--- config.mk ---
export PLATFORM = sky130hd
export DESIGN_NAME = multicycle_controller
export DESIGN_NICKNAME = d
export VERILOG_FILES = /design/src/rtl/multicycle_controller_pkg.sv /design/src/rtl/multicycle_controller_condlogic.sv /design/src/rtl/multicycle_controller.sv
export SDC_FILE = /design/constraint.sdc
export NUM_CORES = 1
export LEC_CHECK = 0
export BUFFER_PORTS_ARGS = -buffer_cell sky130_fd_sc_hd__buf_2
export CORE_MARGIN = 2
export CORE_UTILIZATION = 41
export DETAILED_ROUTE_END_ITERATION = 8
export PLACE_DENSITY = 0.84
export SLEW_MARGIN = 20
export SYNTH_ARGS = -nofsm -noshare
export SYNTH_HDL_FRONTEND = slang
export SYNTH_SLANG_ARGS = --single-unit
--- constraint.sdc ---
create_clock -name clk -period 2.05 [get_ports clk]
set_input_delay 0.41 -clock clk [delete_from_list [all_inputs] [get_ports clk]]
set_output_delay 0.41 -clock clk [all_outputs]
set_load 0.01 [all_outputs]
--- src/rtl/multicycle_controller_pkg.sv ---
// Shared definitions for the multicycle controller.
// Holds the FSM state enum, the mux/ALU select encodings and the ARM
// condition-code constants used by the controller and its condition logic.
package multicycle_controller_pkg;

   typedef enum logic [3:0] {
      S_FETCH    = 4'd0,
      S_DECODE   = 4'd1,
      S_MEMADR   = 4'd2,
      S_MEMRD    = 4'd3,
      S_MEMWB    = 4'd4,
      S_MEMWR    = 4'd5,
      S_EXECUTER = 4'd6,
      S_EXECUTEI = 4'd7,
      S_ALUWB    = 4'd8,
      S_BRANCH   = 4'd9,
      S_UNKNOWN  = 4'd10
   } state_e;

   typedef enum logic [1:0] {
      ALU_ADD = 2'b00,
      ALU_SUB = 2'b01,
      ALU_AND = 2'b10,
      ALU_ORR = 2'b11
   } alu_ctrl_e;

   typedef enum logic [1:0] {
      SRCB_REG  = 2'b00,
      SRCB_IMM  = 2'b01,
      SRCB_FOUR = 2'b10
   } srcb_e;

   typedef enum logic [1:0] {
      RES_ALUOUT    = 2'b00,
      RES_DATA      = 2'b01,
      RES_ALURESULT = 2'b10
   } result_e;

   // Data-processing cmd field (funct[4:1]) values the controller decodes.
   localparam logic [3:0] CMD_ADD = 4'b0100;
   localparam logic [3:0] CMD_SUB = 4'b0010;
   localparam logic [3:0] CMD_AND = 4'b0000;
   localparam logic [3:0] CMD_ORR = 4'b1100;

   localparam logic [3:0] COND_EQ = 4'b0000;
   localparam logic [3:0] COND_NE = 4'b0001;
   localparam logic [3:0] COND_CS = 4'b0010;
   localparam logic [3:0] COND_CC = 4'b0011;
   localparam logic [3:0] COND_MI = 4'b0100;
   localparam logic [3:0] COND_PL = 4'b0101;
   localparam logic [3:0] COND_VS = 4'b0110;
   localparam logic [3:0] COND_VC = 4'b0111;
   localparam logic [3:0] COND_HI = 4'b1000;
   localparam logic [3:0] COND_LS = 4'b1001;
   localparam logic [3:0] COND_GE = 4'b1010;
   localparam logic [3:0] COND_LT = 4'b1011;
   localparam logic [3:0] COND_GT = 4'b1100;
   localparam logic [3:0] COND_LE = 4'b1101;
   localparam logic [3:0] COND_AL = 4'b1110;
   localparam logic [3:0] COND_NV = 4'b1111;

endpackage

--- src/rtl/multicycle_controller_condlogic.sv ---
// Condition logic for the multicycle controller.
// Keeps the NZCV flags register, evaluates the instruction condition,
// delays that result by one cycle and gates the architectural writes.
// Ports:
//   clk, reset       : clock, synchronous active-high reset
//   cond_i[3:0]      : instruction condition field
//   alu_flags_i[3:0] : {N,Z,C,V} from the ALU
//   flag_w_i[1:0]    : flag write enables ([1] -> N,Z ; [0] -> C,V)
//   pcs_i, next_pc_i : PC write requests (conditional / unconditional)
//   reg_w_i, mem_w_i : register / memory write requests
//   pc_write_o, reg_write_o, mem_write_o : gated write enables
module condlogic
   import multicycle_controller_pkg::*;
(
   input  logic       clk,
   input  logic       reset,
   input  logic [3:0] cond_i,
   input  logic [3:0] alu_flags_i,
   input  logic [1:0] flag_w_i,
   input  logic       pcs_i,
   input  logic       next_pc_i,
   input  logic       reg_w_i,
   input  logic       mem_w_i,
   output logic       pc_write_o,
   output logic       reg_write_o,
   output logic       mem_write_o
);

   logic [3:0] flags_q, flags_d;
   logic       cond_ex;
   logic       cond_ex_dly_q;
   logic       n_f, z_f, c_f, v_f;

   assign {n_f, z_f, c_f, v_f} = flags_q;

   always_comb begin
      cond_ex = 1'b0;
      unique case (cond_i)
         COND_EQ: cond_ex = z_f;
         COND_NE: cond_ex = ~z_f;
         COND_CS: cond_ex = c_f;
         COND_CC: cond_ex = ~c_f;
         COND_MI: cond_ex = n_f;
         COND_PL: cond_ex = ~n_f;
         COND_VS: cond_ex = v_f;
         COND_VC: cond_ex = ~v_f;
         COND_HI: cond_ex = c_f & ~z_f;
         COND_LS: cond_ex = ~(c_f & ~z_f);
         COND_GE: cond_ex = (n_f == v_f);
         COND_LT: cond_ex = (n_f != v_f);
         COND_GT: cond_ex = ~z_f & (n_f == v_f);
         COND_LE: cond_ex = ~(~z_f & (n_f == v_f));
         COND_AL: cond_ex = 1'b1;
         COND_NV: cond_ex = 1'b0;
         default: cond_ex = 1'b0;
      endcase
   end

   always_comb begin
      flags_d = flags_q;
      if (flag_w_i[1] && cond_ex) flags_d[3:2] = alu_flags_i[3:2];
      if (flag_w_i[0] && cond_ex) flags_d[1:0] = alu_flags_i[1:0];
   end

   always_ff @(posedge clk) begin
      if (reset) begin
         flags_q       <= '0;
         cond_ex_dly_q <= 1'b0;
      end else begin
         flags_q       <= flags_d;
         cond_ex_dly_q <= cond_ex;
      end
   end

   // Writes are issued one state after the condition was evaluated, so they
   // use the delayed result; reset masks them in the same cycle.
   assign reg_write_o = reg_w_i & cond_ex_dly_q & ~reset;
   assign mem_write_o = mem_w_i & cond_ex_dly_q & ~reset;
   assign pc_write_o  = (pcs_i & cond_ex_dly_q) | next_pc_i;

endmodule

--- src/rtl/multicycle_controller.sv ---
// Multicycle ARM-subset controller.
// Moore FSM sequencing FETCH/DECODE/execute states, ALU decoder, and the
// condition logic sub-module that gates register, memory and PC writes.
// Ports:
//   clk, reset   : clock, synchronous active-high reset
//   Instr[31:0]  : instruction (cond, op, funct and Rd fields used)
//   ALUFlags[3:0]: {N,Z,C,V} from the ALU
//   PCWrite, MemWrite, RegWrite, IRWrite : write enables
//   AdrSrc, ALUSrcA, ALUSrcB, ResultSrc  : datapath mux selects
//   ImmSrc, RegSrc, ALUControl           : decode outputs
module multicycle_controller
   import multicycle_controller_pkg::*;
(
   input  logic        clk,
   input  logic        reset,
   input  logic [31:0] Instr,
   input  logic [3:0]  ALUFlags,
   output logic        PCWrite,
   output logic        MemWrite,
   output logic        RegWrite,
   output logic        IRWrite,
   output logic        AdrSrc,
   output logic        ALUSrcA,
   output logic [1:0]  ALUSrcB,
   output logic [1:0]  ResultSrc,
   output logic [1:0]  ImmSrc,
   output logic [1:0]  RegSrc,
   output logic [1:0]  ALUControl
);

   state_e     state_q, state_d;
   logic [3:0] cond;
   logic [1:0] op;
   logic [5:0] funct;
   logic [3:0] rd;
   logic [3:0] cmd;

   logic       next_pc;
   logic       alu_op;
   logic       reg_w;
   logic       mem_w;
   logic       branch;
   logic       pcs;
   logic [1:0] flag_w;
   alu_ctrl_e  alu_ctrl;
   logic       unused_instr_bits;

   assign cond  = Instr[31:28];
   assign op    = Instr[27:26];
   assign funct = Instr[25:20];
   assign rd    = Instr[15:12];
   assign cmd   = funct[4:1];
   assign unused_instr_bits = ^{Instr[19:16], Instr[11:0]};

   always_ff @(posedge clk) begin
      if (reset) state_q <= S_FETCH;
      else       state_q <= state_d;
   end

   always_comb begin
      state_d = S_FETCH;
      unique case (state_q)
         S_FETCH:    state_d = S_DECODE;
         S_DECODE: begin
            unique case (op)
               2'b00:   state_d = funct[5] ? S_EXECUTEI : S_EXECUTER;
               2'b01:   state_d = S_MEMADR;
               2'b10:   state_d = S_BRANCH;
               default: state_d = S_UNKNOWN;
            endcase
         end
         S_MEMADR:   state_d = funct[0] ? S_MEMRD : S_MEMWR;
         S_MEMRD:    state_d = S_MEMWB;
         S_EXECUTER: state_d = S_ALUWB;
         S_EXECUTEI: state_d = S_ALUWB;
         default:    state_d = S_FETCH;
      endcase
   end

   always_comb begin
      next_pc   = 1'b0;
      IRWrite   = 1'b0;
      AdrSrc    = 1'b0;
      ALUSrcA   = 1'b0;
      ALUSrcB   = SRCB_REG;
      ResultSrc = RES_ALUOUT;
      alu_op    = 1'b0;
      reg_w     = 1'b0;
      mem_w     = 1'b0;
      branch    = 1'b0;
      unique case (state_q)
         S_FETCH: begin
            IRWrite   = 1'b1;
            next_pc   = 1'b1;
            ALUSrcA   = 1'b1;
            ALUSrcB   = SRCB_FOUR;
            ResultSrc = RES_ALURESULT;
         end
         S_DECODE: begin
            ALUSrcA   = 1'b1;
            ALUSrcB   = SRCB_FOUR;
            ResultSrc = RES_ALURESULT;
         end
         S_EXECUTER: alu_op = 1'b1;
         S_EXECUTEI: begin
            ALUSrcB = SRCB_IMM;
            alu_op  = 1'b1;
         end
         S_ALUWB:  reg_w = 1'b1;
         S_MEMADR: ALUSrcB = SRCB_IMM;
         S_MEMRD:  AdrSrc = 1'b1;
         S_MEMWB: begin
            ResultSrc = RES_DATA;
            reg_w     = 1'b1;
         end
         S_MEMWR: begin
            AdrSrc = 1'b1;
            mem_w  = 1'b1;
         end
         S_BRANCH: begin
            ALUSrcB   = SRCB_IMM;
            ResultSrc = RES_ALURESULT;
            branch    = 1'b1;
         end
         default: ;
      endcase
   end

   always_comb begin
      alu_ctrl = ALU_ADD;
      flag_w   = '0;
      if (alu_op) begin
         unique case (cmd)
            CMD_ADD: alu_ctrl = ALU_ADD;
            CMD_SUB: alu_ctrl = ALU_SUB;
            CMD_AND: alu_ctrl = ALU_AND;
            CMD_ORR: alu_ctrl = ALU_ORR;
            default: alu_ctrl = ALU_ADD;
         endcase
         // C and V only carry meaning for arithmetic operations.
         flag_w[1] = funct[0];
         flag_w[0] = funct[0] & ((cmd == CMD_ADD) | (cmd == CMD_SUB));
      end
   end

   assign ALUControl = alu_ctrl;
   assign ImmSrc     = op;
   assign RegSrc     = {op == 2'b01, op == 2'b10};
   assign pcs        = branch | (reg_w & (rd == 4'b1111));

   condlogic u_condlogic (
      .clk         (clk),
      .reset       (reset),
      .cond_i      (cond),
      .alu_flags_i (ALUFlags),
      .flag_w_i    (flag_w),
      .pcs_i       (pcs),
      .next_pc_i   (next_pc),
      .reg_w_i     (reg_w),
      .mem_w_i     (mem_w),
      .pc_write_o  (PCWrite),
      .reg_write_o (RegWrite),
      .mem_write_o (MemWrite)
   );

endmodule

After elaboration in Yosys (flattened, before gate mapping)
Index checks and enable logic that the tools add are counted.
{"block": "classes", "n_lt_le_gt_ge": 0, "div": 0, "bitwise": 19, "n_eq_ne": 32, "n_mux": 17, "n_reduce_logical": 12, "shift": 0, "addsub": 0, "n_mul": 0}
{"cell": "$eq A4 B4 Y1 const B", "count": 12}
{"cell": "$eq A4 B3 Y1 const B", "count": 9}
{"cell": "$eq A4 B2 Y1 const B", "count": 5}
{"cell": "$pmux W4 S5", "count": 1}
{"cell": "$pmux W1 S16", "count": 1}
{"cell": "$logic_not A4 Y1", "count": 3}
{"cell": "$pmux W4 S3", "count": 1}
{"cell": "$and A1 B1 Y1", "count": 9}
{"cell": "$eq A4 B1 Y1 const B", "count": 2}
{"cell": "$mux W1", "count": 8}
{"cell": "$pmux W2 S2", "count": 2}
{"cell": "$reduce_or A2 Y1", "count": 4}
{"cell": "$not A1 Y1", "count": 7}
{"cell": "$pmux W2 S3", "count": 1}
{"cell": "$reduce_or A3 Y1", "count": 2}
{"cell": "$mux W2", "count": 2}
{"cell": "$mux W3", "count": 1}
{"cell": "$or A1 B1 Y1", "count": 3}
{"cell": "$eq A2 B1 Y1 const B", "count": 1}
{"cell": "$eq A2 B2 Y1 const B", "count": 1}
{"cell": "$logic_and A1 B1 Y1", "count": 2}
{"cell": "$logic_not A2 Y1", "count": 1}
{"cell": "$eq A1 B1 Y1", "count": 1}
{"cell": "$ne A1 B1 Y1", "count": 1}
{"block": "word_totals", "reg_bits": 9, "romBits": 0, "ramBits": 0, "mem_count": 0, "in_bits": 38, "output_inout_bits": 16, "latch_bits": 0}

Depth between registers and ports, before layout
Gate-level depths: netlist of the first run.
{"block": "logic_depth", "depth_word": 7, "ltp_mapped": 6, "depth_no_buf": 6}

Modules after synthesis
From an unflattened synthesis of the first run, not the netlist that was laid out.
{"block": "hier_totals", "cells_unflattened": 105, "area_unflattened_um2": 860.8}
{"module": "multicycle_controller", "instances": 1, "area_each_um2": 437.9, "cells_each": 57}
{"module": "condlogic", "instances": 1, "area_each_um2": 422.9, "cells_each": 48}

Worst setup path after synthesis of the first run
No wires, ideal clock.
{"block": "synth_path", "path_kind": "reg-to-output", "startpoint": "register state_q[2]", "endpoint": "output ALUControl[1]", "t_arrival_ns": 1.490, "n_path_buf": 0, "slack_ns": 0.150, "path_stages_with_launch": 4, "cell_sequence": "dfxtp_1 or2b_2 or3b_2 nor3_1"}
{"block": "synth_between", "elab_chain_len": 4, "word_cells_on_any_way": 5, "classes_between": "eq/ne (2); mux (2); reduce/logical (1)"}
{"item": "from (decl)", "line": "multicycle_controller.sv:31", "text": "state_e state_q, state_d;"}
{"item": "from (signal assigned)", "line": "multicycle_controller.sv:57", "text": "else state_q <= state_d;"}
{"item": "$eq A4 B3 Y1", "line": "multicycle_controller.sv:91", "text": "unique case (state_q)"}
{"item": "$reduce_or A2 Y1 (no line) (*)"}
{"item": "$mux W1 (*)", "line": "multicycle_controller.sv:91"}
{"item": "$mux W2 (*)", "line": "multicycle_controller.sv:132", "text": "if (alu_op) begin"}
{"item": "to (decl)", "line": "multicycle_controller.sv:28", "text": "output logic [1:0] ALUControl"}
Every way passes the cells marked *; elsewhere a longest branch is shown, timed or not.

Worst setup path in the final report of the first run
Ends and elaborated chain as after synthesis.

==> metrics.md, run 1 <==
| Metric | Value |
|---|---|
| Outcome | `complete, no violations` |
| Worst-Margin Slew | `0.379 ns` |
| Insertion delay to the later sink of the worst-skew pair | `0.25 ns` |
| DP HPWL | `1500 um` |
| Ys async rst share | `0%` |
| Port Buffers | `37` |
| CP Class | `reg2out` |
| Num CTS Buffers | `3` |
| Die H | `48.3 um` |
| Max Root-Sink Buffers | `2` |
| Fin. max-slew vios | `0` |
| Synth Instances | `107` |
| HP Class | `in2reg` |
| CP Max Fanout | `4` |
| Antenna Cells | `0` |
| Worst EP arrival | `1.58 ns` |
| Worst r2r src | `u_condlogic.flags_q[2]` |
| GRT Overall Usage | `15.8%` |
| Ys Warns | `0` |
| Die width | `48.3 um` |
| R2R setup slack | `0.16 ns` |
| Max-Cap Viols | `0` |
| Post-cts hold buffer count | `0` |
| Die area | `2330 sq um` |
| Final core occ | `54.4%` |
| Initial DRC Count | `9` |
| Antenna Nets Post-Route | `0` |
| Synthesized area per cell | `7.52 sq um` |
| Synth Cell Area | `805 sq um` |
| Most area-hungry cell type in the Yosys netlist | `dfxtp_1` |
| Final hold violation count | `0` |
| CTS resizes | `2` |
| Synth Flop Type | `dfxtp_1` |
| Hold EP | `u_condlogic.cond_ex_dly_q` |
| Fmax achieved | `503 MHz` |
| Sequential fraction of the synthesis area | `22.4%` |
| Share of cells above drive strength 1 | `39.2%` |
| Vias | `870` |
| Max_slew headroom | `74.7%` |
| Fillers | `188` |
| Final Cycle Share | `97.1%` |
| Largest stage delay, worst path | `0.40 ns` |
| Placed cell areas | `1000 sq um` |
| Initial antenna violation count | `0` |
| Core area | `1900 sq um` |
| CP required | `1.64 ns` |
| Nets | `182` |
| Peak supply drop | `0.337 mV` |
| Setup Fix Bufs, Post-CTS | `0` |
| Synth top area share | `22.4%` |
| First-pass GRT wire length | `2660 um` |
| R2R depth | `6` |
| Post-Route WL | `1830 um` |
| Post-route cell area | `1030 sq um` |
| Ranking of synthesized cells by area | `dfxtp_1 22%, or2b_2 7.6%, mux2i_1 5.0%` |
| CP endpoint kind | `output port` |
| Tmin final | `1.99 ns` |
| Vias in the first global route | `665` |
| Synth-to-layout area growth | `28.6%` |
| Fin cells | `170` |
| Clock Pin Slew Worst Setup and Hold Paths | `0.06 ns` |
| Distinct cells, synth | `38` |
| # setup viols final | `0` |
| PwrDens | `488 nW/um^2` |
| CTS tree | `done` |
| Total Power | `0.000505 W` |
| Vias per cell | `5.12` |
| RSZ-0062 raised after global routing | `false` |
| Root cell of the clock tree | `clkbuf_4` |
| Placed Cells | `166` |
| Slowest CP cell | `or3b_4` |
| Pin count of the biggest net entering global routing | `17` |
| Pre-Repair DR Iteration Count | `4` |
| Clk sinks | `9` |
| Avg WL per Cell | `10.8 um` |
| I/O pins | `54` |
| Multi-input gate area | `583 sq um` |
| Hold path start | `reset` |
| Startpoint Class | `flop` |
| Post-synth EDFFs | `0` |
| Initial Util | `42.3%` |
| DRC violations left | `0` |
| FF-to-FF End | `u_condlogic.flags_q[3]` |
| Leak | `0.426 nW` |
| Remaining Overflow, GRT | `0` |
| Core Rows | `16` |
| Flops & latches, synth | `9` |
| Hold path cells | `2` |
| Sequential cell area | `180 sq um` |
| H-tree levels | `1` |
| GP Congestion | `0.758` |
| Cell Chain, Critical Path | `or2b_4, or3b_4, nor3_1, buf_2` |
| Clock Skew | `0.00237 ns` |
| Synth Net Count | `145` |
registers in the layout (all words and copies together), names as in the netlist:
register and flops:
u_condlogic.flags_q 4, state_q 4, u_condlogic.cond_ex_dly_q 1
logic make-up (layout without fill, tap and decap cells):
group                     after synthesis  in the layout  share of synthesized area, %
DFF                                     9              9                          22.4
and+or+nand+nor                        61             61                          44.8
xor gates and xnor gates                6              6                          6.53
AOI/OAI and AO/OA                      18             18                          15.6
buffers and inverters                   9             45                          5.75
muxes                                   4              4                          4.98
power breakdown:
group	switching [W]	internal, W
sequential	0.0000114	0.000184
clock	0.0000558	0.0000746
combinational	0.0000944	0.0000846
total	0.000162	0.000343
worst max-delay path by stage:
| stage | startpoint | to | slack, ns | cells past startpoint |
|---|---|---|---|---|
| global route | state_q[2] | ALUControl[1] | 0.004 | 4 |
| CTS | state_q[2] | ALUControl[1] | 0.05 | 4 |
| detailed placement | Instr[29] | u_condlogic.flags_q[3] | -0.04 | 7 |
| global placement | Instr[29] | u_condlogic.flags_q[2] | 0.02 | 7 |
| floorplan | state_q[2] | ALUControl[1] | 0.15 | 3 |
| finish | state_q[2] | ALUControl[1] | 0.06 | 4 |
cell usage in the layout, fill, tap and decap left out, types with 3 or more instances in the layout:
cell and instances:
buf_2 37, nand2_1 10, nor2_1 10, dfxtp_1 9
nor3_1 8, or2b_2 6, a21oi_1 5, nor2b_1 4
xnor2_1 4, mux2i_1 4, nand2b_1 3, nand3_1 3
o21ai_0 3, or2b_1 3, clkbuf_4 3, buf_4 3
per-stage QoR:
step | hold slack [ns] | setup TNS, ns | setup WS [ns]
after floorplan | 0.534 | 0 | 0.150
after global placement | 0.554 | 0 | 0.0190
after detailed placement | 0.572 | -0.130 | -0.0410
after CTS | 0.458 | 0 | 0.0490
after global routing | 0.474 | 0 | 0.00370
final | 0.450 | 0 | 0.0604
final cells by class:
| type | count | area share [%] |
|---|---|---|
| flip-flops and latches | 9 | 17.4 |
| inverters | 1 | 0.363 |
| well taps | 27 | 3.26 |
| repair buffers | 40 | 20.1 |
| clock buffers | 4 | 2.54 |
| multi-input cells | 89 | 56.3 |
synthesized netlist by cell type (all sizes together), types with 2 or more instances:
cell / instances
nand2: 10
nor2: 10
nor3: 10
or2b: 10
dfxtp: 9
a21oi: 5
buf: 5
mux2i: 4
nor2b: 4
o21ai: 4
xnor2: 4
clkbuf: 3
nand2b: 3
nand3: 3
nor4: 2
o311ai: 2
or3b: 2
or4: 2
xor2: 2
layer usage:
metal | GRT usage, % | vias to the layer above | routed length, um
met5 | 0 | - | 0
li1 | - | 454 | -
met2 | 27.9 | 35 | 858
met4 | 5.95 | 0 | 4
met1 | 19.2 | 379 | 833
met3 | 2.22 | 2 | 137
critical path: cells and delay by family, from the launching register on:
kind          cells  cell delay [ns]
flops             1             0.32
simple gates      3             0.86
buf+inv           1             0.15
Power figures use the tool's default switching activity.
==> inputs of run 2 (changes only) <==
--- a/config.mk
+++ b/config.mk
@@ -7,9 +7,10 @@
 export LEC_CHECK = 0
 export BUFFER_PORTS_ARGS = -buffer_cell sky130_fd_sc_hd__buf_2
 export CORE_MARGIN = 2
-export CORE_UTILIZATION = 41
+export CORE_UTILIZATION = 44
 export DETAILED_ROUTE_END_ITERATION = 8
-export PLACE_DENSITY = 0.84
+export HOLD_SLACK_MARGIN = 0.02
+export PLACE_DENSITY = 0.89
 export SLEW_MARGIN = 20
 export SYNTH_ARGS = -nofsm -noshare
 export SYNTH_HDL_FRONTEND = slang
==> constraint.sdc (replaced) <==
create_clock -name clk -period 2.4 [get_ports clk]
set_input_delay 0.48 -clock clk [delete_from_list [all_inputs] [get_ports clk]]
set_output_delay 0.48 -clock clk [all_outputs]
set_load 0.01 [all_outputs]
==> metrics.md, run 2 (same netlist as run 1, synthesis figures left out) <==
| Metric | Value |
|---|---|
| Outcome | `complete, no violations` |
| Largest stage delay, worst path | `0.50 ns (+0.10 ns)` |
| HP Class | `in2reg` |
| Cell Chain, Critical Path | `or2b_2, or3b_2, nor3_1, buf_2` |
| Fmax achieved | `453 MHz` |
| R2R depth | `6 (unchanged)` |
| Share of cells above drive strength 1 | `39.2% (unchanged)` |
| Max-Cap Viols | `0 (unchanged)` |
| Fillers | `176 (-6.4%)` |
| Vias in the first global route | `718 (+8.0%)` |
| Peak supply drop | `0.228 mV (-32%)` |
| P_sw | `0.000139 W (-14%)` |
| Hold EP | `u_condlogic.cond_ex_dly_q` |
| DRC violations left | `0 (unchanged)` |
| Remaining Overflow, GRT | `0 (unchanged)` |
| Num CTS Buffers | `3 (unchanged)` |
| First-pass GRT wire length | `2870 um (+8.1%)` |
| CP Class | `reg2out` |
| Core area | `1730 sq um (-9.2%)` |
| Internal | `0.000292 W (-15%)` |
| Fin Hold WS | `0.522 ns (+0.0713 ns)` |
| Fin. max-slew vios | `0 (unchanged)` |
| Clock Pin Slew Worst Setup and Hold Paths | `0.06 ns (about the same)` |
| Clock power frac | `26.0% (+0.2 points)` |
| Vias | `882 (+1.4%)` |
| CTS tree | `done` |
| Sequential share of power | `38.8% (about the same)` |
| Regs by FF count | `state_q x4, u_condlogic.flags_q x4, u_condlogic.cond_ex_dly_q x1` |
| Buf+Inv Stages, Crit Path | `1 (unchanged)` |
| Die width | `46.8 um (-3.2%)` |
| CP required | `1.92 ns (+0.28 ns)` |
| CTS resizes | `0 (-2)` |
| CP Max Fanout | `4 (unchanged)` |
| Most common cell after layout, fill and taps aside | `buf_2` |
| Slowest CP cell | `or3b_2` |
| # setup viols final | `0 (unchanged)` |
| Root cell of the clock tree | `clkbuf_4` |
| Initial DRC Count | `15 (+6)` |
| Hold path cells | `2 (unchanged)` |
| Vias per cell | `5.25 (+2.6%)` |
| PwrDens | `419 nW/um^2 (-14%)` |
| Port Buffers | `37 (unchanged)` |
| Insertion delay to the later sink of the worst-skew pair | `0.25 ns (about the same)` |
| Max_slew headroom | `71.9% (-2.8 points)` |
| Clk sinks | `9 (unchanged)` |
| GP Congestion | `0.780 (+2.9%)` |
| Total Power | `0.000431 W (-15%)` |
| Max Used Layer | `met4` |
| GRT Overall Usage | `18.1% (+2.3 points)` |
| R2R setup slack | `0.52 ns (+0.36 ns)` |
| Leak | `0.423 nW (-0.85%)` |
| Core Rows | `15 (-1)` |
| Max Root-Sink Buffers | `2 (unchanged)` |
| Final hold violation count | `0 (unchanged)` |
| Hold path start | `reset` |
| Die H | `46.8 um (-3.2%)` |
| Worst EP arrival | `1.73 ns (+0.15 ns)` |
| Clock Skew | `0.00230 ns (-0.0000671 ns)` |
| Final Cycle Share | `92.1%` |
| Initial antenna violation count | `0 (unchanged)` |
| Final setup TNS | `0 ns (unchanged)` |
| Startpoint Class | `flop` |
| Post-Route WL | `1820 um (-0.82%)` |
| Worst r2r src | `u_condlogic.flags_q[2]` |
| Antenna Nets Post-Route | `0 (unchanged)` |
| Setup Fix Bufs, Post-CTS | `0 (unchanged)` |
| Antenna Cells | `0 (unchanged)` |
| Pre-Repair DR Iteration Count | `4 (unchanged)` |
| Initial Util | `46.6% (+4.3 points)` |
| DP HPWL | `1460 um (-2.7%)` |
| Net switching fraction of the power | `32.2% (+0.18 points)` |
| CP endpoint kind | `output port` |
| FF-to-FF End | `u_condlogic.flags_q[1]` |
| Met2 Wirelength | `859 um (+0.12%)` |
| Worst-Margin Slew | `0.421 ns (+0.0414 ns)` |
| Avg WL per Cell | `10.8 um (+0.36%)` |
| RSZ-0062 raised after global routing | `false` |
| Multi-input gate area | `578 sq um (-0.86%)` |
| Combinational share of power | `35.2% (-0.3 points)` |
| Crit-path leading delay family | `simple AND/OR/NAND/NOR gates` |
| Pin count of the biggest net entering global routing | `17 (unchanged)` |
| I/O pins | `54 (unchanged)` |
| Die area | `2190 sq um (-6.3%)` |
| Met3 wire length | `133 um (-2.9%)` |
| Nets | `182 (unchanged)` |
| Sequential cell area | `180 sq um (unchanged)` |
| Post-cts hold buffer count | `0 (unchanged)` |
| H-tree levels | `1 (unchanged)` |
| Final core occ | `59.5% (+5.1 points)` |
| Most frequent cells in the layout | `37 x buf_2, 10 x nand2_1, 10 x nor2_1` |
| Synth-to-layout area growth | `27.7%` |
| Met1 wire length | `818 um (-1.8%)` |
| Tmin final | `2.21 ns` |
-- run 2: worst max-delay path by stage --
stage,depth (start not counted),slack (ns),to,startpoint
3_3_place_gp,7,0.30,u_condlogic.flags_q[2],Instr[29]
4_1_cts,4,0.18,ALUControl[1],state_q[2]
2_1_floorplan,3,0.43,ALUControl[1],state_q[2]
5_1_grt,4,0.09,ALUControl[1],state_q[2]
6_report,4,0.19,ALUControl[1],state_q[2]
3_5_place_dp,7,0.26,u_condlogic.flags_q[3],Instr[29]
-- run 2: routing by layer --
metal,vias to the layer above,GRT usage [%]
li1,446,-
met1,398,20.4
met2,36,32.9
met3,2,5.00
met4,0,5.56
met5,-,0
-- run 2: layout make-up --
cell class,instances,share of cell area [%]
multi-input combinational,89,56.3
timing repair buffer,40,20.2
sequential,9,17.5
tap,25,3.05
clock buffer,4,2.56
inverter,1,0.365
-- run 2: power groups by stage --
stage	combinational, W	sequential (W)	clock (W)
global route	0.000170	0.000168	0.000128
detailed placement	0.000152	0.000170	0
floorplan	0.000102	0.000164	0
finish	0.000152	0.000167	0.000112
global placement	0.000147	0.000169	0
CTS	0.000152	0.000167	0.000116
-- run 2: per-stage QoR --
| stage | setup WS (ns) | std cells | area (sq um) |
|---|---|---|---|
| after floorplan | 0.430 | 107 | 805 |
| after global placement | 0.304 | 164 | 1000 |
| after detailed placement | 0.261 | 164 | 1000 |
| after CTS | 0.178 | 168 | 1030 |
| after global routing | 0.0930 | 168 | 1030 |
| final | 0.190 | 168 | 1030 |
==> inputs of run 3 (changes only) <==
--- a/config.mk
+++ b/config.mk
@@ -5,6 +5,7 @@
 export SDC_FILE = /design/constraint.sdc
 export NUM_CORES = 1
 export LEC_CHECK = 0
+export ABC_AREA = 1
 export BUFFER_PORTS_ARGS = -buffer_cell sky130_fd_sc_hd__buf_2
 export CORE_MARGIN = 2
 export CORE_UTILIZATION = 44
==> metrics.md, run 3 <==
| Metric | Value |
|---|---|
| Leak | `0.569 nW (+35%)` |
| Tmin final | `1.95 ns (-0.256 ns)` |
| Synth Flop Type | `dfxtp_1` |
| Sequential fraction of the synthesis area | `22.1% (-0.31 points)` |
| Initial Util | `47.2% (+0.65 points)` |
| Worst EP arrival | `1.47 ns (-0.26 ns)` |
| Vias | `1,050 (+19%)` |
| Clock Pin Slew Worst Setup and Hold Paths | `0.06 ns (about the same)` |
| CP Max Fanout | `4 (unchanged)` |
| Hold path cells | `2 (unchanged)` |
| Ys async rst share | `0% (unchanged)` |
| Max_slew headroom | `82.3% (+10 points)` |
| Final Cycle Share | `81.4% (-11 points)` |
| Most area-hungry cell type in the Yosys netlist | `dfxtp_1` |
| CTS resizes | `0 (unchanged)` |
| Die width | `47.1 um (+0.64%)` |
| Root cell of the clock tree | `clkbuf_4` |
| Pre-Repair DR Iteration Count | `4 (unchanged)` |
| HP Class | `in2reg` |
| Antenna Cells | `0 (unchanged)` |
| Net switching fraction of the power | `34.9% (+2.7 points)` |
| CP required | `1.92 ns (about the same)` |
| Clock Skew | `0.000650 ns (-0.00165 ns)` |
| Ranking of synthesized cells by area | `dfxtp_1 22%, nor2_1 14%, nand2_1 14%` |
| Share of cells above drive strength 1 | `29.3% (-9.9 points)` |
| Final setup TNS | `0 ns (unchanged)` |
| Initial antenna violation count | `0 (unchanged)` |
| CTS tree | `done` |
| Initial DRC Count | `12 (-3)` |
| Vias per cell | `4.93 (-6.1%)` |
| Synth Net Count | `188 (+30%)` |
| GP Congestion | `0.886 (+14%)` |
| Synth-to-layout area growth | `27.0%` |
| Flops & latches, synth | `9 (unchanged)` |
| Peak supply drop | `0.205 mV (-10%)` |
| Port Buffers | `37 (unchanged)` |
| Die area | `2210 sq um (+1.3%)` |
| Cell Chain, Critical Path | `inv_1, nor2_1, inv_2, nor2_1, inv_2, o211ai_1, buf_2` |
| CP Class | `reg2out` |
| Num CTS Buffers | `3 (unchanged)` |
| Post-Route WL | `1940 um (+6.7%)` |
| Startpoint Class | `flop` |
| Die H | `47.1 um (+0.64%)` |
| Slowest CP cell | `dfxtp_1` |
| Synth top area share | `22.1% (-0.31 points)` |
| Internal | `0.000279 W (-4.4%)` |
| H-tree levels | `1 (unchanged)` |
| CP endpoint kind | `output port` |
| Max Root-Sink Buffers | `2 (unchanged)` |
| First-pass GRT wire length | `3080 um (+7.5%)` |
| Post-route cell area | `1040 sq um (+0.85%)` |
| Most frequent cell after synthesis | `nor2_1` |
| # setup viols final | `0 (unchanged)` |
| Most frequent cells in the layout | `37 x buf_2, 31 x nor2_1, 30 x nand2_1` |
| Regs by FF count | `state_q x4, u_condlogic.flags_q x4, u_condlogic.cond_ex_dly_q x1` |
| Fmax achieved | `512 MHz (+13%)` |
| R2R depth | `9 (+3)` |
| PwrDens | `414 nW/um^2 (-1.3%)` |
| Sequential share of power | `38.4% (-0.4 points)` |
| Core Rows | `15 (unchanged)` |
| Max-Cap Viols | `0 (unchanged)` |
| Pin count of the biggest net entering global routing | `10 (-7)` |
| Core area | `1730 sq um (unchanged)` |
| Avg WL per Cell | `9.11 um (-16%)` |
| Clock power frac | `26.6% (+0.6 points)` |
| Antenna Nets Post-Route | `0 (unchanged)` |
| Vias in the first global route | `849 (+18%)` |
| RSZ-0062 raised after global routing | `false` |
| Insertion delay to the later sink of the worst-skew pair | `0.25 ns (about the same)` |
| DP HPWL | `1640 um (+12%)` |
| Placed cell areas | `1010 sq um (+0.88%)` |
| Remaining Overflow, GRT | `0 (unchanged)` |
| Outcome | `complete, no violations` |
| GRT Overall Usage | `19.1% (+0.96 points)` |
| Nets | `227 (+25%)` |
| Synth Cell Area | `816 sq um (+1.4%)` |
| Final hold violation count | `0 (unchanged)` |
| Post-cts hold buffer count | `0 (unchanged)` |
| I/O pins | `54 (unchanged)` |
| Total Power | `0.000429 W (-0.45%)` |
| Worst-Margin Slew | `0.264 ns (-0.156 ns)` |
| Setup Fix Bufs, Post-CTS | `0 (unchanged)` |
| Fin. max-slew vios | `0 (unchanged)` |
| Post-synth EDFFs | `0 (unchanged)` |
| Post-synth top cells | `31 x nor2_1, 30 x nand2_1, 23 x inv_1` |
| Ys Warns | `0 (unchanged)` |
| Clk sinks | `9 (unchanged)` |
| P_sw | `0.000150 W (+7.9%)` |
| Distinct cells, synth | `19 (-50%)` |
| Combinational share of power | `35.0% (-0.2 points)` |
| Most common cell after layout, fill and taps aside | `buf_2` |
| Synth Instances | `150 (+40%)` |
| Largest stage delay, worst path | `0.35 ns (-0.15 ns)` |
| Synthesized area per cell | `5.44 sq um (-28%)` |
| DRC violations left | `0 (unchanged)` |
[run 3: logic make-up after synthesis]
kind of cell | share of synthesized area (%)
buf+inv | 17.0
simple gates | 47.5
flops | 22.1
compound gates | 13.3
[run 3: power by group through the flow]
stage                     Clock [W]  Sequential [W]  Combinational, W
after floorplan                   0        0.000166         0.0000949
after global placement            0        0.000167          0.000144
after detailed placement          0        0.000168          0.000150
after CTS                  0.000117        0.000164          0.000150
after global routing       0.000123        0.000165          0.000170
final                      0.000114        0.000165          0.000150
[run 3: worst paths after layout]
| check | start | endpoint | slack (ns) |
|---|---|---|---|
| worst max-delay path | state_q[2] | ALUSrcB[0] | 0.45 |
| worst max register to register | state_q[2] | u_condlogic.flags_q[0] | 0.97 |
| worst min register to register | u_condlogic.flags_q[1] | u_condlogic.flags_q[1] | 0.52 |
| worst min-delay path | reset | state_q[1] | 0.50 |
[run 3: metrics by stage]
| step | instances | setup WS (ns) | hold slack, ns | utilization [%] |
|---|---|---|---|---|
| 2_1_floorplan | 150 | 0.914 | 0.474 | - |
| 3_3_place_gp | 209 | 0.779 | 0.496 | 58.5 |
| 3_5_place_dp | 209 | 0.723 | 0.507 | 58.5 |
| 4_1_cts | 213 | 0.444 | 0.487 | 60.0 |
| 5_1_grt | 213 | 0.326 | 0.489 | 60.0 |
| 6_report | 213 | 0.446 | 0.501 | 60.0 |
[run 3: final cells by class]
type,instances,area [sq um]
Fill cell,182,691
Multi-Input combinational cell,107,497
Timing Repair Buffer,37,185
Sequential cell,9,180
Inverter,31,116
Tap cell,25,31.3
Clock buffer,4,26.3
[run 3: layer usage]
layer  share of wire [%]  track usage (%)  up-vias
li1                    -                -      546
met1                  45             23.8      469
met2                  48             32.6       31
met3                 5.1             1.54        4
met4                 1.9             10.0        0
met5                   0                0        -
[run 3: critical path: cells and delay by family (launching register included)]
family          cells  cell delay (ns)
buf+inv             4             0.34
compound gates      1             0.17
flops               1             0.35
simple gates        2             0.36
